`src/rtl/sprite_rom_pkg.sv`:
```
// Shared types and default sizing for the sprite ROM arbiter.
package sprite_rom_pkg;

  localparam int N_REQ     = 4;
  localparam int ROM_LAT   = 2;
  localparam int MAX_BURST = 16;

  typedef struct packed {
    logic [3:0] r;
    logic [3:0] g;
    logic [3:0] b;
  } rgb444_t;

  typedef enum logic {ARB, BURST} arb_state_t;

endpackage

```
`src/rtl/sprite_rom_rr_pick.sv`:
```
// Rotate-priority picker: first asserted request at or after ptr, wrapping at N_REQ.
module sprite_rom_rr_pick #(
  parameter int N_REQ = 4,
  parameter int PTR_W = $clog2(N_REQ)
) (
  input  logic [N_REQ-1:0] req,
  input  logic [PTR_W-1:0] ptr,
  output logic [N_REQ-1:0] gnt,
  output logic [PTR_W-1:0] idx,
  output logic             any
);
  import sprite_rom_pkg::*;

  always_comb begin
    int j;
    gnt = '0;
    idx = '0;
    any = 1'b0;
    j   = 0;
    for (int k = 0; k < N_REQ; k++) begin
      // explicit wrap keeps non-power-of-2 requester counts correct
      j = int'(ptr) + k;
      if (j >= N_REQ) j = j - N_REQ;
      if (!any && req[j]) begin
        any    = 1'b1;
        gnt[j] = 1'b1;
        idx    = PTR_W'(j);
      end
    end
  end

endmodule

```
`src/rtl/sprite_rom_arbiter.sv`:
```
// Round-robin ROM arbiter with burst locking and latency-matched rvalid tags.
// Define SPRITE_ROM_ARB_FIXED_PRIO_EN to pin the pointer at 0 (fixed priority).
module sprite_rom_arbiter #(
  parameter int N_REQ     = sprite_rom_pkg::N_REQ,
  parameter int ADDR_W    = 12,
  parameter int DATA_W    = 12,
  parameter int ROM_LAT   = sprite_rom_pkg::ROM_LAT,
  parameter int MAX_BURST = sprite_rom_pkg::MAX_BURST
) (
  input  logic                          clk40MHz,
  input  logic                          rst,
  input  logic [N_REQ-1:0]              req,
  input  logic [N_REQ-1:0]              lock,
  input  logic [N_REQ-1:0][ADDR_W-1:0]  addr,
  output logic [N_REQ-1:0]              gnt,
  output logic [DATA_W-1:0]             rdata,
  output logic [N_REQ-1:0]              rvalid,
  output logic                          rom_en,
  output logic [ADDR_W-1:0]             rom_addr,
  input  logic [DATA_W-1:0]             rom_data
);
  import sprite_rom_pkg::*;

  localparam int PTR_W  = $clog2(N_REQ);
  localparam int BCNT_W = $clog2(MAX_BURST + 1);

  arb_state_t          state_q, state_d;
  logic [PTR_W-1:0]    ptr_q, ptr_d;
  logic [PTR_W-1:0]    owner_q, owner_d;
  logic [BCNT_W-1:0]   bcnt_q, bcnt_d;
  logic [PTR_W-1:0]    gnt_idx;

  logic [N_REQ-1:0]    pick_gnt;
  logic [PTR_W-1:0]    pick_idx;
  logic                pick_any;

  // stage 0 lines up with rom_en, stage ROM_LAT with rom_data
  logic [ROM_LAT:0][N_REQ-1:0] vld_pipe;

  function automatic logic [PTR_W-1:0] next_ptr(input logic [PTR_W-1:0] i);
`ifdef SPRITE_ROM_ARB_FIXED_PRIO_EN
    return (i == i) ? '0 : '0;
`else
    return (i == PTR_W'(N_REQ - 1)) ? '0 : i + PTR_W'(1);
`endif
  endfunction

  sprite_rom_rr_pick #(.N_REQ(N_REQ), .PTR_W(PTR_W)) u_pick (
    .req (req),
    .ptr (ptr_q),
    .gnt (pick_gnt),
    .idx (pick_idx),
    .any (pick_any)
  );

  always_comb begin
    state_d = state_q;
    ptr_d   = ptr_q;
    owner_d = owner_q;
    bcnt_d  = bcnt_q;
    gnt     = '0;
    gnt_idx = pick_idx;
    case (state_q)
      ARB: begin
        if (pick_any) begin
          gnt = pick_gnt;
          if (lock[pick_idx]) begin
            state_d = BURST;
            owner_d = pick_idx;
            bcnt_d  = BCNT_W'(1);
          end else begin
            ptr_d = next_ptr(pick_idx);
          end
        end
      end
      BURST: begin
        gnt_idx = owner_q;
        if (req[owner_q]) begin
          gnt[owner_q] = 1'b1;
          bcnt_d       = bcnt_q + BCNT_W'(1);
          if (!lock[owner_q] || (bcnt_q + BCNT_W'(1)) == BCNT_W'(MAX_BURST)) begin
            state_d = ARB;
            ptr_d   = next_ptr(owner_q);
            bcnt_d  = '0;
          end
        end else begin
          // owner let go: spend one bubble, then hand the pointer on
          state_d = ARB;
          ptr_d   = next_ptr(owner_q);
          bcnt_d  = '0;
        end
      end
      default: state_d = ARB;
    endcase
    if (rst) gnt = '0;
  end

  always_ff @(posedge clk40MHz) begin
    if (rst) begin
      state_q  <= ARB;
      ptr_q    <= '0;
      owner_q  <= '0;
      bcnt_q   <= '0;
      rom_addr <= '0;
      vld_pipe <= '0;
    end else begin
      state_q     <= state_d;
      ptr_q       <= ptr_d;
      owner_q     <= owner_d;
      bcnt_q      <= bcnt_d;
      vld_pipe[0] <= gnt;
      for (int k = 1; k <= ROM_LAT; k++) vld_pipe[k] <= vld_pipe[k-1];
      if (|gnt) rom_addr <= addr[gnt_idx];
    end
  end

  assign rom_en = |vld_pipe[0];
  assign rvalid = vld_pipe[ROM_LAT];
  assign rdata  = rom_data;

endmodule

```
`config.mk`:
```
export PLATFORM = sky130hd
export DESIGN_NAME = sprite_rom_arbiter
export DESIGN_NICKNAME = d
export VERILOG_FILES = /design/src/rtl/sprite_rom_pkg.sv /design/src/rtl/sprite_rom_rr_pick.sv /design/src/rtl/sprite_rom_arbiter.sv
export SDC_FILE = /design/constraint.sdc
export NUM_CORES = 1
export LEC_CHECK = 0
export BUFFER_PORTS_ARGS = -buffer_cell sky130_fd_sc_hd__buf_4
export CAP_MARGIN = 20
export CORE_UTILIZATION = 47
export CTS_BUF_LIST = sky130_fd_sc_hd__clkbuf_8
export CTS_CLUSTER_DIAMETER = 100
export DETAILED_ROUTE_END_ITERATION = 7
export HOLD_SLACK_MARGIN = 0.02
export PLACE_DENSITY = 0.86
export SETUP_SLACK_MARGIN = 0.2
export SYNTH_ARGS = -nofsm -noshare
export SYNTH_HDL_FRONTEND = slang
export SYNTH_SLANG_ARGS = --single-unit
```
`constraint.sdc`:
```
create_clock -name clk40MHz -period 5.9 [get_ports clk40MHz]
set_input_delay 1.77 -clock clk40MHz [delete_from_list [all_inputs] [get_ports clk40MHz]]
set_output_delay 1.77 -clock clk40MHz [all_outputs]
set_load 0.005 [all_outputs]
```
# --- After elaboration in Yosys (flattened, before gate mapping) ---
# Index checks and enable logic that the tools add are counted.
word_totals:
  regBits: 34
  in_bits: 70
  out_inout_bits: 33
  word_cells: 131
classes:
  add_sub_neg: 10
  magnitude_cmp: 16
  eq_ne: 7
  n_mux: 68
  n_bitwise: 4
  n_reduce_logical: 18
ops:
  columns: ["op", "n"]
  rows:
  - [">= comparator 32 x 1 -> 1 bit, second input constant", 4]
  - ["less-than comparator 32 x 4 -> 1 bit, second input constant", 4]
  - ["2-to-1 mux 32 bit", 4]
  - [">= comparator 32 x 4 -> 1 bit, second input constant", 3]
  - ["subtractor 32 x 4 -> 32 bit, second input constant", 3]
  - ["2-to-1 mux 4 bit", 7]
  - ["binary-select mux 12 bit (select 2 bit)", 1]
  - ["2-to-1 mux 1 bit", 24]
  - ["2-to-1 mux 2 bit", 11]
  - ["2-to-1 mux 5 bit", 4]
  - ["binary-select mux 1 bit (select 2 bit)", 7]
  - ["2-to-1 mux 12 bit", 1]
  - ["OR 4 bit", 3]
  - ["demux 1 bit (select 2 bit)", 5]
  - ["case mux 5 bit (2 select lines)", 1]
  - ["less-than comparator 2 x 3 -> 1 bit, second input constant", 3]
  - ["logical AND 1 bit", 8]
  - ["case mux 4 bit (2 select lines)", 1]
  - ["OR reduction 4 bit", 2]
  - ["adder 2 x 2 -> 3 bit, second input constant", 2]
  - ["!= test 2 bit, second input constant", 3]
  - ["AND reduction 3 bit", 2]
  - ["adder 5 x 1 -> 5 bit, second input constant", 1]
  - ["equality test 5 bit, second input constant", 1]
  - ["other kinds (13)", 18]

# --- Longest topological paths before layout ---
depth:
  depth_word: 20
  mapped_depth: 14
  depth_no_buf: 9

# --- Modules after synthesis ---
# From an unflattened synthesis, not the netlist that was laid out.
unflattened:
  hier_cells: 222
  hier_area_um2: 2359.8
by_module_without_submodules:
  columns: ["mod", "n_inst", "cells_per_inst", "area_each_um2", "seq_area_each_um2"]
  rows:
  - ["sprite_rom_arbiter", 1, 174, 1899.3, 680.7]
  - ["sprite_rom_rr_pick", 1, 48, 460.4, 0.0]

# --- Least setup slack after synthesis ---
# OpenSTA, ideal clock, no wires.
synth_timing:
  path_type: "input port to output port"
  startpoint: "input req[1]"
  endpoint: "output gnt[1]"
  arrival_time_ps: 3446
  required_ps: 4130
  setup_slack_ps: 684
  cell_stages: 6
  n_path_buf: 1
  path_cell_list: "clkbuf_1 -> mux4_2 -> nor4_4 -> or3_4 -> a21oi_1 -> or2_2"
synth_via:
  elab_chain_len: 16
  elab_cells_between_ends: 35
  cone_classes: "26 x mux; 3 x bitwise; 6 x reduce/logical"
synth_lines:
  columns: ["element", "line", "source"]
  rows:
  - ["start: declaration", "sprite_rom_arbiter.sv:12", "input logic [N_REQ-1:0] req,"]
  - ["binary-select mux 1 bit (select 2 bit)", "sprite_rom_rr_pick.sv:24", "if (!any && req[j]) begin"]
  - ["2-to-1 mux 1 bit (implied by the code) (2 in series)", "sprite_rom_rr_pick.sv:24", null]
  - ["2-to-1 mux 1 bit", "sprite_rom_rr_pick.sv:24", null]
  - ["zero test 1 bit", "sprite_rom_rr_pick.sv:24", null]
  - ["logical AND 1 bit", "sprite_rom_rr_pick.sv:24", null]
  - ["2-to-1 mux 1 bit", "sprite_rom_rr_pick.sv:24", null]
  - ["zero test 1 bit", "sprite_rom_rr_pick.sv:24", null]
  - ["logical AND 1 bit", "sprite_rom_rr_pick.sv:24", null]
  - ["2-to-1 mux 1 bit", "sprite_rom_rr_pick.sv:24", null]
  - ["zero test 1 bit", "sprite_rom_rr_pick.sv:24", null]
  - ["logical AND 1 bit", "sprite_rom_rr_pick.sv:24", null]
  - ["2-to-1 mux 4 bit or 2-to-1 mux 1 bit (tied branches)", "sprite_rom_rr_pick.sv:24", null]
  - ["2-to-1 mux 4 bit", "sprite_rom_arbiter.sv:65", "if (pick_any) begin"]
  - ["case mux 4 bit (2 select lines) (*)", "sprite_rom_arbiter.sv:63", "case (state_q)"]
  - ["2-to-1 mux 4 bit (*)", "sprite_rom_arbiter.sv:95", "if (rst) gnt = '0;"]
  - ["end: declaration", "sprite_rom_arbiter.sv:15", "output logic [N_REQ-1:0] gnt,"]
# Mark *: on every way between the ends. The rest lies on a longest branch, timed or not. The select of a mux whose other input is x is not followed.

# --- Worst setup path after layout ---
layout_timing:
  startpoint: "input req[2]"
  endpoint: "output gnt[1]"
# Same word-level chain as after synthesis.

==> results.ini <==
[status]
status = complete, no violations

[cts]
cts_hold_buf = 0
clk_latency_ps = 290
cts.sinks = 34
clock_tree.buffer_depth = 2
cts_buffers = 5
post_cts_buffers = 0
cts-root-buf = clkbuf_8
clk_pin_slew_ps = 60
cts_max_level = 2
tritoncts = built

[sta]
fin_skew_ps = 5.03
fin_setup_tns_ps = 0
hold_viol = 0
post-route-period-util = 0.949
tightest_slew_ps = 1020
drv_slew = 0
fmax_mhz = 179
rsz0062_at_grt = false
setup_viol = 0
slew_headroom = 0.316
fin_crit_ps = 5600

[setup_path]
crit_path_start_kind = input port
critical_path.slowest_cell = mux4_2
cp_slowest_stage_delay_ps = 660
cp_data_arrival_time_ps = 3830
cp_top_family = simple AND/OR/NAND/NOR gates
crit_type = input port to primary output
crit_buf_inv = 2
path_max_fanout = 17
critical_path_required_ps = 4130
cp-end-kind = primary output
crit_top_cell = buf_4
crit_chain = buf_4 > mux4_2 > nor4_4 > or3_4 > a21oi_1 > or2_2 > buf_4

[pwr]
finalPower_mw = 1.60
clkPwrFrac = 0.137
combPwrFrac = 0.649
powerDensity_mw_per_mm2 = 502
power_switching_mw = 0.680
switching_share = 0.425
internal_power_mw = 0.921
seq_power_share = 0.214
p_leak_nw = 1.36
vdd_drop_max_mv = 0.225

[yosys]
synth_top_area_share = 0.262
ys_warn_count = 0
synth.most_common_cell = dfxtp_1
synth_flop_cell = dfxtp_1
synth_largest_area_cell = dfxtp_1
synth_cell_types = 51
synthCells = 277
synth_edf_count = 0
syn-num-nets = 356
synth.avg_cell_area_um2 = 9.36
synth_area_leaders = dfxtp_1 (26%), mux4_2 (13%), buf_4 (5.5%)
netlist_top_cells_count = dfxtp_1 (34), a21oi_1 (23), buf_4 (19), o21ai_0 (18)
syn-cell-area_mm2 = 0.00259
synth_seq_area_share = 0.262
yosys_register_bits = 34
ys_async_sr_fraction = 0

[min_path]
hp-class = flop to flop

[global_route]
antenna_found_initial = 0
grt_pass1_wl_mm = 10.6
grt_usage = 0.230
grt_pass1_vias = 2231
grt_max_degree = 34
overflow = 0

[layout]
syn_to_final_growth_pct = 23.1
final_nets = 410
post-route-cell-area_mm2 = 0.00319
drive_above_1_share = 0.363
utilization = 0.613
n_antenna_cell = 0

[floorplan]
fp.dieH_um = 76.3
core_area_mm2 = 0.00520
start_util = 0.498
dieArea_mm2 = 0.00582
dieWidth_um = 76.3
io_pins = 103
num_rows = 26

[route]
vias_per_cell = 6.06
vias = 2430
drt-wirelength-per-cell_um = 16.6
drc = 0
postRouteAntennaNets = 0
routed_wl_mm = 6.65
drt_iter0_drc = 154
first_pass_iters = 4

[job]
cap_violations = 0

[placed_design]
post_dp_cell_area_mm2 = 0.00307
numPortBuffers = 78
gp_congestion = 0.927
hpwl_mm = 4.89

[worst register-to-register path, cell delays in order (launching register included)]
cell,delay (ps)
dfxtp_1,620
inv_1,150
ha_1,510
mux4_2,740
nor4_4,460
or3_4,230
a21oi_1,90
a2111o_1,520
o21ai_0,330
a21oi_1,110
[cell usage in the layout (no fill, tap or decap), types with 3 or more instances in the layout]
cell | netlist | routed
a21o_1 | 9 | 9
a21oi_1 | 23 | 23
a211oi_1 | 3 | 3
mux4_2 | 15 | 15
o211ai_1 | 4 | 4
a311oi_1 | 3 | 3
and2_1 | 4 | 4
nand2b_1 | 6 | 6
or2_2 | 5 | 5
mux4_1 | 3 | 3
buf_4 | 19 | 81
mux2i_1 | 3 | 3
nand3_1 | 15 | 15
o22ai_1 | 5 | 5
xor2_1 | 3 | 3
o21ai_0 | 18 | 18
clkbuf_8 | 0 | 6
inv_1 | 12 | 12
nor2_1 | 9 | 9
nor3b_1 | 4 | 4
ha_1 | 9 | 9
nand2_1 | 13 | 13
dfxtp_1 | 34 | 34
nor2b_1 | 11 | 11
[power groups by stage]
stage	Combinational, mW	Clock [mW]	Sequential (mW)
after CTS	1.02	0.219	0.342
after global placement	0.993	0	0.343
after detailed placement	1.01	0	0.347
final	1.04	0.219	0.343
after global routing	1.13	0.232	0.350
after floorplan	0.806	0	0.329
[registers in the layout, summed over array words and instances (netlist names)]
register,cells
rom_addr,12
vld_pipe,8
bcnt_q,5
rvalid,4
owner_q,2
ptr_q,2
state_q,1
[routing by layer]
layer	global-route usage	vias up	routed length [um]
met1	0.290	1165	2690
li1	-	1135	-
met5	0	-	0
met4	0.104	0	185
met3	0.0359	24	441
met2	0.387	106	3330
[metrics by stage]
step / std cells / setup slack [ps] / hold WS (ps)
finish: 401 / 301 / 443
global placement: 394 / 401 / 416
global route: 401 / 206 / 462
CTS: 401 / 317 / 448
detailed placement: 394 / 335 / 433
floorplan: 277 / 684 / 414
[layout make-up]
| type | instances | area (um^2) |
|---|---|---|
| fill | 438 | 2010 |
| tap | 70 | 87.6 |
| sequential | 34 | 681 |
| timing repair buffer | 81 | 608 |
| inverter | 12 | 45.0 |
| clock buffer | 6 | 82.6 |
| multi-input combinational | 197 | 1660 |
| clock inverter | 1 | 30.0 |
[cell families after synthesis]
kind of cell	share of synthesized area
adder cells (fa/ha/maj)	0.0434
AND/OR/NAND/NOR	0.164
flip-flops	0.262
multiplexers	0.172
buffers and inverters	0.103
AO/OA/AOI/OAI	0.244
XOR/XNOR	0.0101
[final timing paths]
check                            startpoint          end  slack, ps  depth (start not counted)
worst min-delay path            vld_pipe[5]    rvalid[1]        440                          1
worst max register to register     ptr_q[1]  rom_addr[6]       2020                          9
worst min register to register  vld_pipe[5]    rvalid[1]        440                          1
worst max-delay path                 req[2]       gnt[1]        300                          7
[repair_timing]
item                                    in CTS  in global routing
endpoints found under the hold margin        0                  0
resized for setup                            0                  1
endpoints found under the setup margin       0                  1
Power figures use the tool's default switching activity.
